==> config.mk <==
export PLATFORM = sky130hd
export DESIGN_NAME = mem_port_arbiter_flat
export DESIGN_NICKNAME = d
export VERILOG_FILES = /design/src/rtl/mem_port_arbiter_if.sv /design/src/rtl/mem_port_arbiter.sv /design/src/flat_wrapper.sv
export SDC_FILE = /design/constraint.sdc
export NUM_CORES = 1
export LEC_CHECK = 0
export BUFFER_PORTS_ARGS = -buffer_cell sky130_fd_sc_hd__buf_2
export CORE_MARGIN = 1
export CORE_UTILIZATION = 52
export CTS_BUF_LIST = sky130_fd_sc_hd__clkbuf_8
export DETAILED_ROUTE_END_ITERATION = 8
export MAX_ROUTING_LAYER = met4
export PLACE_DENSITY = 0.95
export SYNTH_ARGS = -nofsm -noshare
export SYNTH_HDL_FRONTEND = slang
export SYNTH_SLANG_ARGS = --single-unit
==> constraint.sdc <==
create_clock -name clk -period 3.7 [get_ports clk]
set_input_delay 0.37 -clock clk [delete_from_list [all_inputs] [get_ports clk]]
set_output_delay 0.37 -clock clk [all_outputs]
set_load 0.03 [all_outputs]
==> src/rtl/mem_port_arbiter_if.sv <==
// Bus bundle between mem_port_arbiter, the core's fetch / load-store ports and the data memory.
// The slave modport is the arbiter's view; master is the core-plus-memory side.
interface mem_port_arbiter_if #(
  parameter int AW = 24,
  parameter int DW = 24
);
  logic          if_req;
  logic [AW-1:0] if_addr;
  logic [DW-1:0] if_rdata;
  logic          if_ack;

  logic          ls_req;
  logic          ls_we;
  logic [AW-1:0] ls_addr;
  logic [DW-1:0] ls_wdata;
  logic [DW-1:0] ls_rdata;
  logic          ls_ack;

  logic [AW-1:0] mem_addr;
  logic [DW-1:0] mem_wdata;
  logic          mem_we;
  logic          mem_re;
  logic [DW-1:0] mem_rdata;

  logic          busy;

  modport slave (
    input  if_req, if_addr,
    input  ls_req, ls_we, ls_addr, ls_wdata,
    input  mem_rdata,
    output if_rdata, if_ack,
    output ls_rdata, ls_ack,
    output mem_addr, mem_wdata, mem_we, mem_re,
    output busy
  );

  modport master (
    output if_req, if_addr,
    output ls_req, ls_we, ls_addr, ls_wdata,
    output mem_rdata,
    input  if_rdata, if_ack,
    input  ls_rdata, ls_ack,
    input  mem_addr, mem_wdata, mem_we, mem_re,
    input  busy
  );
endinterface

==> src/rtl/mem_port_arbiter.sv <==
// Serialises fetch and load/store requests onto the single-ported data memory, one access per 4 cycles.
// Define ARB_ROUND_ROBIN_EN to alternate grants on a tie; otherwise load/store always beats fetch.
module mem_port_arbiter #(
  parameter int AW = 24,
  parameter int DW = 24
) (
  input  logic                clk,
  input  logic                rst_n,
  mem_port_arbiter_if.slave   bus
);

  typedef enum logic [1:0] {
    IDLE    = 2'd0,
    ACCESS  = 2'd1,
    CAPTURE = 2'd2,
    DONE    = 2'd3
  } state_t;

  state_t        state, state_nxt;

  // Transaction context latched at grant time; request inputs are ignored afterwards.
  logic          gnt_ls, gnt_ls_nxt;
  logic          op_we, op_we_nxt;

  logic [AW-1:0] mem_addr_q, mem_addr_nxt;
  logic [DW-1:0] mem_wdata_q, mem_wdata_nxt;
  logic          mem_we_q, mem_we_nxt;
  logic          mem_re_q, mem_re_nxt;
  logic [DW-1:0] if_rdata_q, if_rdata_nxt;
  logic [DW-1:0] ls_rdata_q, ls_rdata_nxt;
  logic          if_ack_q, if_ack_nxt;
  logic          ls_ack_q, ls_ack_nxt;
  logic          busy_q, busy_nxt;

  logic          sel_ls;

`ifdef ARB_ROUND_ROBIN_EN
  // Remembers which port won last; resets to fetch so the first tie goes to load/store.
  logic          last_ls;

  always_comb begin
    if (bus.ls_req && bus.if_req) begin
      sel_ls = ~last_ls;
    end else begin
      sel_ls = bus.ls_req;
    end
  end

  always_ff @(posedge clk or negedge rst_n) begin
    if (!rst_n) begin
      last_ls <= 1'b0;
    end else if (state == IDLE && (bus.ls_req || bus.if_req)) begin
      last_ls <= sel_ls;
    end
  end
`else
  always_comb begin
    sel_ls = bus.ls_req;
  end
`endif

  always_ff @(posedge clk or negedge rst_n) begin
    if (!rst_n) begin
      state       <= IDLE;
      gnt_ls      <= 1'b0;
      op_we       <= 1'b0;
      mem_addr_q  <= '0;
      mem_wdata_q <= '0;
      mem_we_q    <= 1'b0;
      mem_re_q    <= 1'b0;
      if_rdata_q  <= '0;
      ls_rdata_q  <= '0;
      if_ack_q    <= 1'b0;
      ls_ack_q    <= 1'b0;
      busy_q      <= 1'b0;
    end else begin
      state       <= state_nxt;
      gnt_ls      <= gnt_ls_nxt;
      op_we       <= op_we_nxt;
      mem_addr_q  <= mem_addr_nxt;
      mem_wdata_q <= mem_wdata_nxt;
      mem_we_q    <= mem_we_nxt;
      mem_re_q    <= mem_re_nxt;
      if_rdata_q  <= if_rdata_nxt;
      ls_rdata_q  <= ls_rdata_nxt;
      if_ack_q    <= if_ack_nxt;
      ls_ack_q    <= ls_ack_nxt;
      busy_q      <= busy_nxt;
    end
  end

  always_comb begin
    state_nxt     = state;
    gnt_ls_nxt    = gnt_ls;
    op_we_nxt     = op_we;
    mem_addr_nxt  = mem_addr_q;
    mem_wdata_nxt = mem_wdata_q;
    mem_we_nxt    = 1'b0;
    mem_re_nxt    = 1'b0;
    if_rdata_nxt  = if_rdata_q;
    ls_rdata_nxt  = ls_rdata_q;
    if_ack_nxt    = 1'b0;
    ls_ack_nxt    = 1'b0;

    case (state)
      IDLE: begin
        if (bus.ls_req || bus.if_req) begin
          gnt_ls_nxt = sel_ls;
          // The fetch port is read-only, so only a load/store grant can write.
          op_we_nxt  = sel_ls & bus.ls_we;
          if (sel_ls) begin
            mem_addr_nxt  = bus.ls_addr;
            mem_wdata_nxt = bus.ls_wdata;
          end else begin
            mem_addr_nxt  = bus.if_addr;
          end
          mem_we_nxt = op_we_nxt;
          mem_re_nxt = ~op_we_nxt;
          state_nxt  = ACCESS;
        end
      end
      ACCESS: begin
        state_nxt = CAPTURE;
      end
      CAPTURE: begin
        // Memory read data is valid in this cycle; stores leave the port's rdata untouched.
        if (!op_we) begin
          if (gnt_ls) begin
            ls_rdata_nxt = bus.mem_rdata;
          end else begin
            if_rdata_nxt = bus.mem_rdata;
          end
        end
        if (gnt_ls) begin
          ls_ack_nxt = 1'b1;
        end else begin
          if_ack_nxt = 1'b1;
        end
        state_nxt = DONE;
      end
      DONE: begin
        state_nxt = IDLE;
      end
      default: begin
        state_nxt = IDLE;
      end
    endcase

    busy_nxt = (state_nxt != IDLE);
  end

  assign bus.mem_addr  = mem_addr_q;
  assign bus.mem_wdata = mem_wdata_q;
  assign bus.mem_we    = mem_we_q;
  assign bus.mem_re    = mem_re_q;
  assign bus.if_rdata  = if_rdata_q;
  assign bus.ls_rdata  = ls_rdata_q;
  assign bus.if_ack    = if_ack_q;
  assign bus.ls_ack    = ls_ack_q;
  assign bus.busy      = busy_q;

endmodule
==> src/flat_wrapper.sv <==
// flat-port wrapper written by rule: the top's interface ports become plain ports
module mem_port_arbiter_flat 
#(
  parameter int AW = 24,
  parameter int DW = 24
)
  (clk, rst_n, bus_if_req, bus_if_addr, bus_ls_req, bus_ls_we, bus_ls_addr, bus_ls_wdata, bus_mem_rdata, bus_if_rdata, bus_if_ack, bus_ls_rdata, bus_ls_ack, bus_mem_addr, bus_mem_wdata, bus_mem_we, bus_mem_re, bus_busy);
  mem_port_arbiter_if #(.AW(AW), .DW(DW)) bus_i ();
  input  logic clk;
  input  logic rst_n;
  input wire logic [$bits(bus_i.if_req)-1:0] bus_if_req;
  input wire logic [$bits(bus_i.if_addr)-1:0] bus_if_addr;
  input wire logic [$bits(bus_i.ls_req)-1:0] bus_ls_req;
  input wire logic [$bits(bus_i.ls_we)-1:0] bus_ls_we;
  input wire logic [$bits(bus_i.ls_addr)-1:0] bus_ls_addr;
  input wire logic [$bits(bus_i.ls_wdata)-1:0] bus_ls_wdata;
  input wire logic [$bits(bus_i.mem_rdata)-1:0] bus_mem_rdata;
  output wire logic [$bits(bus_i.if_rdata)-1:0] bus_if_rdata;
  output wire logic [$bits(bus_i.if_ack)-1:0] bus_if_ack;
  output wire logic [$bits(bus_i.ls_rdata)-1:0] bus_ls_rdata;
  output wire logic [$bits(bus_i.ls_ack)-1:0] bus_ls_ack;
  output wire logic [$bits(bus_i.mem_addr)-1:0] bus_mem_addr;
  output wire logic [$bits(bus_i.mem_wdata)-1:0] bus_mem_wdata;
  output wire logic [$bits(bus_i.mem_we)-1:0] bus_mem_we;
  output wire logic [$bits(bus_i.mem_re)-1:0] bus_mem_re;
  output wire logic [$bits(bus_i.busy)-1:0] bus_busy;
  assign bus_i.if_req = bus_if_req;
  assign bus_i.if_addr = bus_if_addr;
  assign bus_i.ls_req = bus_ls_req;
  assign bus_i.ls_we = bus_ls_we;
  assign bus_i.ls_addr = bus_ls_addr;
  assign bus_i.ls_wdata = bus_ls_wdata;
  assign bus_i.mem_rdata = bus_mem_rdata;
  assign bus_if_rdata = bus_i.if_rdata;
  assign bus_if_ack = bus_i.if_ack;
  assign bus_ls_rdata = bus_i.ls_rdata;
  assign bus_ls_ack = bus_i.ls_ack;
  assign bus_mem_addr = bus_i.mem_addr;
  assign bus_mem_wdata = bus_i.mem_wdata;
  assign bus_mem_we = bus_i.mem_we;
  assign bus_mem_re = bus_i.mem_re;
  assign bus_busy = bus_i.busy;
  mem_port_arbiter #(.AW(AW), .DW(DW)) u_core (.clk(clk), .rst_n(rst_n), .bus(bus_i));
endmodule
Word level (Yosys, flattened, before mapping)
Cells that the tools add are included.
{"block": "op_classes", "reduce_logical": 7, "n_mux": 11, "eq_ne": 3, "bitwise_logic": 4}
{"op": "$mux W24", "count": 1}
{"op": "$reduce_and A3 Y1", "count": 3}
{"op": "$mux W1", "count": 8}
{"op": "$pmux W2 S4", "count": 1}
{"op": "$eq A2 B2 Y1 const B", "count": 2}
{"op": "$not A1 Y1", "count": 3}
{"op": "$eq A2 B1 Y1 const B", "count": 1}
{"op": "$logic_not A2 Y1", "count": 1}
{"op": "$mux W2", "count": 1}
{"op": "$reduce_and A2 Y1", "count": 1}
{"op": "$reduce_bool A2 Y1", "count": 1}
{"op": "$and A1 B1 Y1", "count": 1}
{"op": "$logic_or A1 B1 Y1", "count": 1}
{"block": "totals", "wordCells": 37, "out_inout_bits": 101, "regBits": 105, "inputBits": 101}

Longest topological paths before layout
{"block": "depth", "depth_word": 4, "depth_mapped": 8, "depth_no_buf": 5}

Worst setup path before layout
OpenSTA, ideal clock, no wires.
{"block": "synth_path", "kind": "reg-to-reg", "start": "register u_core.state[0]", "end": "register u_core.if_rdata_q[10], in the netlist u_core.bus.if_rdata[10]", "t_arrival_ns": 1.429, "setup_ns": 0.125, "synth_period_minus_slack_ns": 1.554, "setup_slack_ns": 2.146, "n_path_buf": 2, "path_stages_with_launch": 8, "required_time_ns": 3.575, "path_cell_list": "dfrtp_1 > inv_1 > ha_1 > nor2b_2 > nor2b_4 > buf_6 > buf_8 > mux2_4"}
{"block": "synth_between", "elab_chain_cells": 2}
{"item": "start: declaration", "line_no": "mem_port_arbiter.sv:19", "source": "state_t state, state_nxt;"}
{"item": "start signal: assignment", "line_no": "mem_port_arbiter.sv:77", "source": "state <= state_nxt;"}
{"item": "$eq A2 B2 Y1", "line_no": "mem_port_arbiter.sv:105", "source": "case (state)"}
{"item": "$reduce_and A3 Y1 (no line)"}
{"item": "end signal: assignment", "line_no": "mem_port_arbiter.sv:84", "source": "if_rdata_q <= if_rdata_nxt;"}
{"item": "end: declaration", "line_no": "mem_port_arbiter.sv:29", "source": "logic [DW-1:0] if_rdata_q, if_rdata_nxt;"}
No other way between the ends.
A chain may end at the register's enable or synchronous reset.

Worst setup path in the final report
{"block": "layout_path", "start": "register u_core.state[0]", "end": "register u_core.mem_wdata_q[19], in the netlist u_core.bus.mem_wdata[19]"}
{"block": "layout_between", "elab_chain_cells": 2}
{"item": "$logic_not A2 Y1", "line_no": "mem_port_arbiter.sv:105"}
{"item": "$reduce_and A3 Y1 (no line)"}
{"item": "end signal: assignment", "line_no": "mem_port_arbiter.sv:81", "source": "mem_wdata_q <= mem_wdata_nxt;"}
{"item": "end: declaration", "line_no": "mem_port_arbiter.sv:26", "source": "logic [DW-1:0] mem_wdata_q, mem_wdata_nxt;"}
No other way between the ends.

==> flow_summary.json <==
{
  "status": "finished, final reports clean",
  "hold_class": "in2reg",
  "cts_buffers": 9,
  "cts_resized": 0,
  "hp-start": "bus_ls_we",
  "die_h_um": 95.00,
  "cts.path.max_buffers": 2,
  "fmax_ghz": 0.4193,
  "p_per_area_nw_per_um2": 1041,
  "syn_nets": 422,
  "core-area_um2": 8299,
  "synth_xor_area_frac": 0,
  "viasPerCell": 5.244,
  "cts_sinks": 105,
  "synth.largest_area_cell": "dfrtp_1",
  "cts_tree": "built",
  "seqCellArea_um2": 2628,
  "r2r-start": "u_core.state[0]",
  "pin_count": 202,
  "synth_compound_area_frac": 0.03784,
  "routed_wl_mm": 9.875,
  "post-route-util": 0.6845,
  "diodes": 0,
  "synth_top_family_by_area": "multiplexers",
  "io_buffers": 201,
  "hold_viol": 0,
  "finalSetupTns_ps": 0,
  "p_leak_nw": 2.985,
  "synth_most_common_cell": "dfrtp_1",
  "finalPower_mw": 5.914,
  "htreeDepth": 3,
  "overflow": 0,
  "setup.worst_path.start": "u_core.state[0]",
  "antenna_found_initial": 0,
  "cts.clk_slew.worst_paths_ps": 110,
  "synth.cells.most_frequent": "dfrtp_1, mux2_4, mux2_2",
  "async_flop_share": 1.000,
  "clk_latency_ps": 360,
  "netlist_instances": 318,
  "globalplace.congestion": 0.7675,
  "crit_fanout": 54,
  "grt_pass1_wl_mm": 15.01,
  "grt_pass1_vias": 3194,
  "skew_ps": 14.27,
  "num_rows": 33,
  "initial_core_util": 0.5418,
  "drive_gt1_frac": 0.5745,
  "grt_usage": 0.2234,
  "post_drt_wl_per_cell_um": 15.88,
  "period_minus_slack_ps": 2385,
  "drc_errors": 0,
  "synth_top_flop_cell": "dfrtp_1",
  "worstSetupEndpointType": "register",
  "setup_violations": 0,
  "required_ps": 3950,
  "synthAdderAreaFrac": 0.008347,
  "grt_max_degree": 55,
  "first_pass_iters": 4,
  "ys_warn_count": 0,
  "cts_hold_buf": 1,
  "ir_drop_uv": 413.9,
  "synth_edf_count": 0,
  "rsz0062_at_grt": "no",
  "postCtsSetupBuffers": 0,
  "vias": 3262,
  "critPathLaunchType": "register",
  "root_buffer": "clkbuf_8",
  "synth.ff_latch_count": 105,
  "relSlewSlack": 0.1954,
  "synthMuxAreaShare": 0.2137,
  "multi_input_comb_area_um2": 1684,
  "yosys.area_share.simple": 0.1146,
  "worst_pin_slew_ps": 1204,
  "syn_to_final_growth_pct": 26.32,
  "whs_ps": 204.7,
  "fillers": 612,
  "ys_types": 28,
  "final_max_slew_viol_count": 0,
  "synth.area.top_cells": "dfrtp_1, mux2_4, mux2_2",
  "drt-initial-drc-count": 69,
  "finalCritPeriodShare": 0.6446,
  "design.die.area_um2": 9024,
  "dpl.hpwl_mm": 7.186,
  "nets": 616,
  "postSynthAreaPerCell_um2": 14.14,
  "syn-cell-area_um2": 4497,
  "worst_ep_arrival_time_ps": 2630,
  "critPathKind": "reg2reg",
  "cap_violations": 0,
  "ant_nets": 0,
  "die_w_um": 95.00,
  "synth_top_cell_area_share": 0.5843,
  "ys_seq_area_frac": 0.5843
}
## critical path, cell delays in order, from the launching register on
cell	delay, ps
dfrtp_1	400
inv_1	100
ha_1	150
buf_4	380
nand2_2	690
mux2_2	530
## cells by family (layout without fill, tap and decap cells)
family | Yosys count | after routing
compound gates | 27 | 27
fa+ha+maj | 3 | 3
buf+inv | 24 | 223
flops | 105 | 105
mux | 72 | 72
simple gates | 87 | 87
## stage by stage
step / setup WS [ps] / std cells / cell area, µm²
global route: 1088 / 622 / 5680
CTS: 1292 / 622 / 5680
finish: 1315 / 622 / 5680
global placement: 1407 / 605 / 5482
floorplan: 2146 / 318 / 4497
detailed placement: 1329 / 605 / 5482
## layout by cell type, fill, tap and decap left out, types with 2 or more instances in the layout
cell and n:
ha_1 3, clkbuf_8 9, and3b_1 24, inv_6 2, nor3_1 24, mux2_4 40, dfrtp_1 105, buf_2 200
nand2_1 4, buf_4 4, clkinvlp_4 2, inv_1 2, o22ai_1 24, mux2_2 32, nor2_1 26
## path summary, 6_finish.rpt
path	endpoint	slack [ps]	cells past startpoint
worst min register to register	u_core.bus.if_ack	480	1
max in group asynchronous	u_core.bus.mem_wdata[4]	2340	3
worst max register to register	u_core.bus.mem_wdata[19]	1310	5
worst min-delay path	u_core.bus.mem_re	200	2
min in group asynchronous	u_core.bus.mem_wdata[21]	530	2
worst max-delay path	u_core.bus.mem_wdata[19]	1310	5
## layer usage
metal / vias up / global-route usage / wire length [µm]
met1: 1559 / 0.2557 / 4043
met4: 0 / 0.07828 / 189
met2: 172 / 0.3789 / 4884
met5: - / - / 0
li1: 1508 / - / -
met3: 23 / 0.05797 / 758
## sequential cells by signal, summed over array words and instances (netlist names)
register / cells
u_core.bus.mem_we: 1
u_core.bus.mem_re: 1
u_core.bus.busy: 1
u_core.bus.ls_ack: 1
u_core.state: 2
u_core.bus.mem_addr: 24
u_core.op_we: 1
u_core.bus.ls_rdata: 24
u_core.bus.if_ack: 1
u_core.bus.mem_wdata: 24
u_core.bus.if_rdata: 24
u_core.gnt_ls: 1
## layout make-up
cell class,count,area share
flip-flops and latches,105,0.4626
multi-input cells,189,0.2965
repair buffers,205,0.1833
well taps,105,0.02313
clock buffers,9,0.02181
clock inverters,7,0.01145
inverters,2,0.001322
## report_power, final
part	total (mW)	internal [mW]	leakage, nW	switching, mW
Combinational	3.15	1.22	1.66	1.93
Sequential	2.09	1.74	1.23	0.354
Clock	0.675	0.259	0.0909	0.416
No activity file was read; power rests on OpenSTA's default activity.
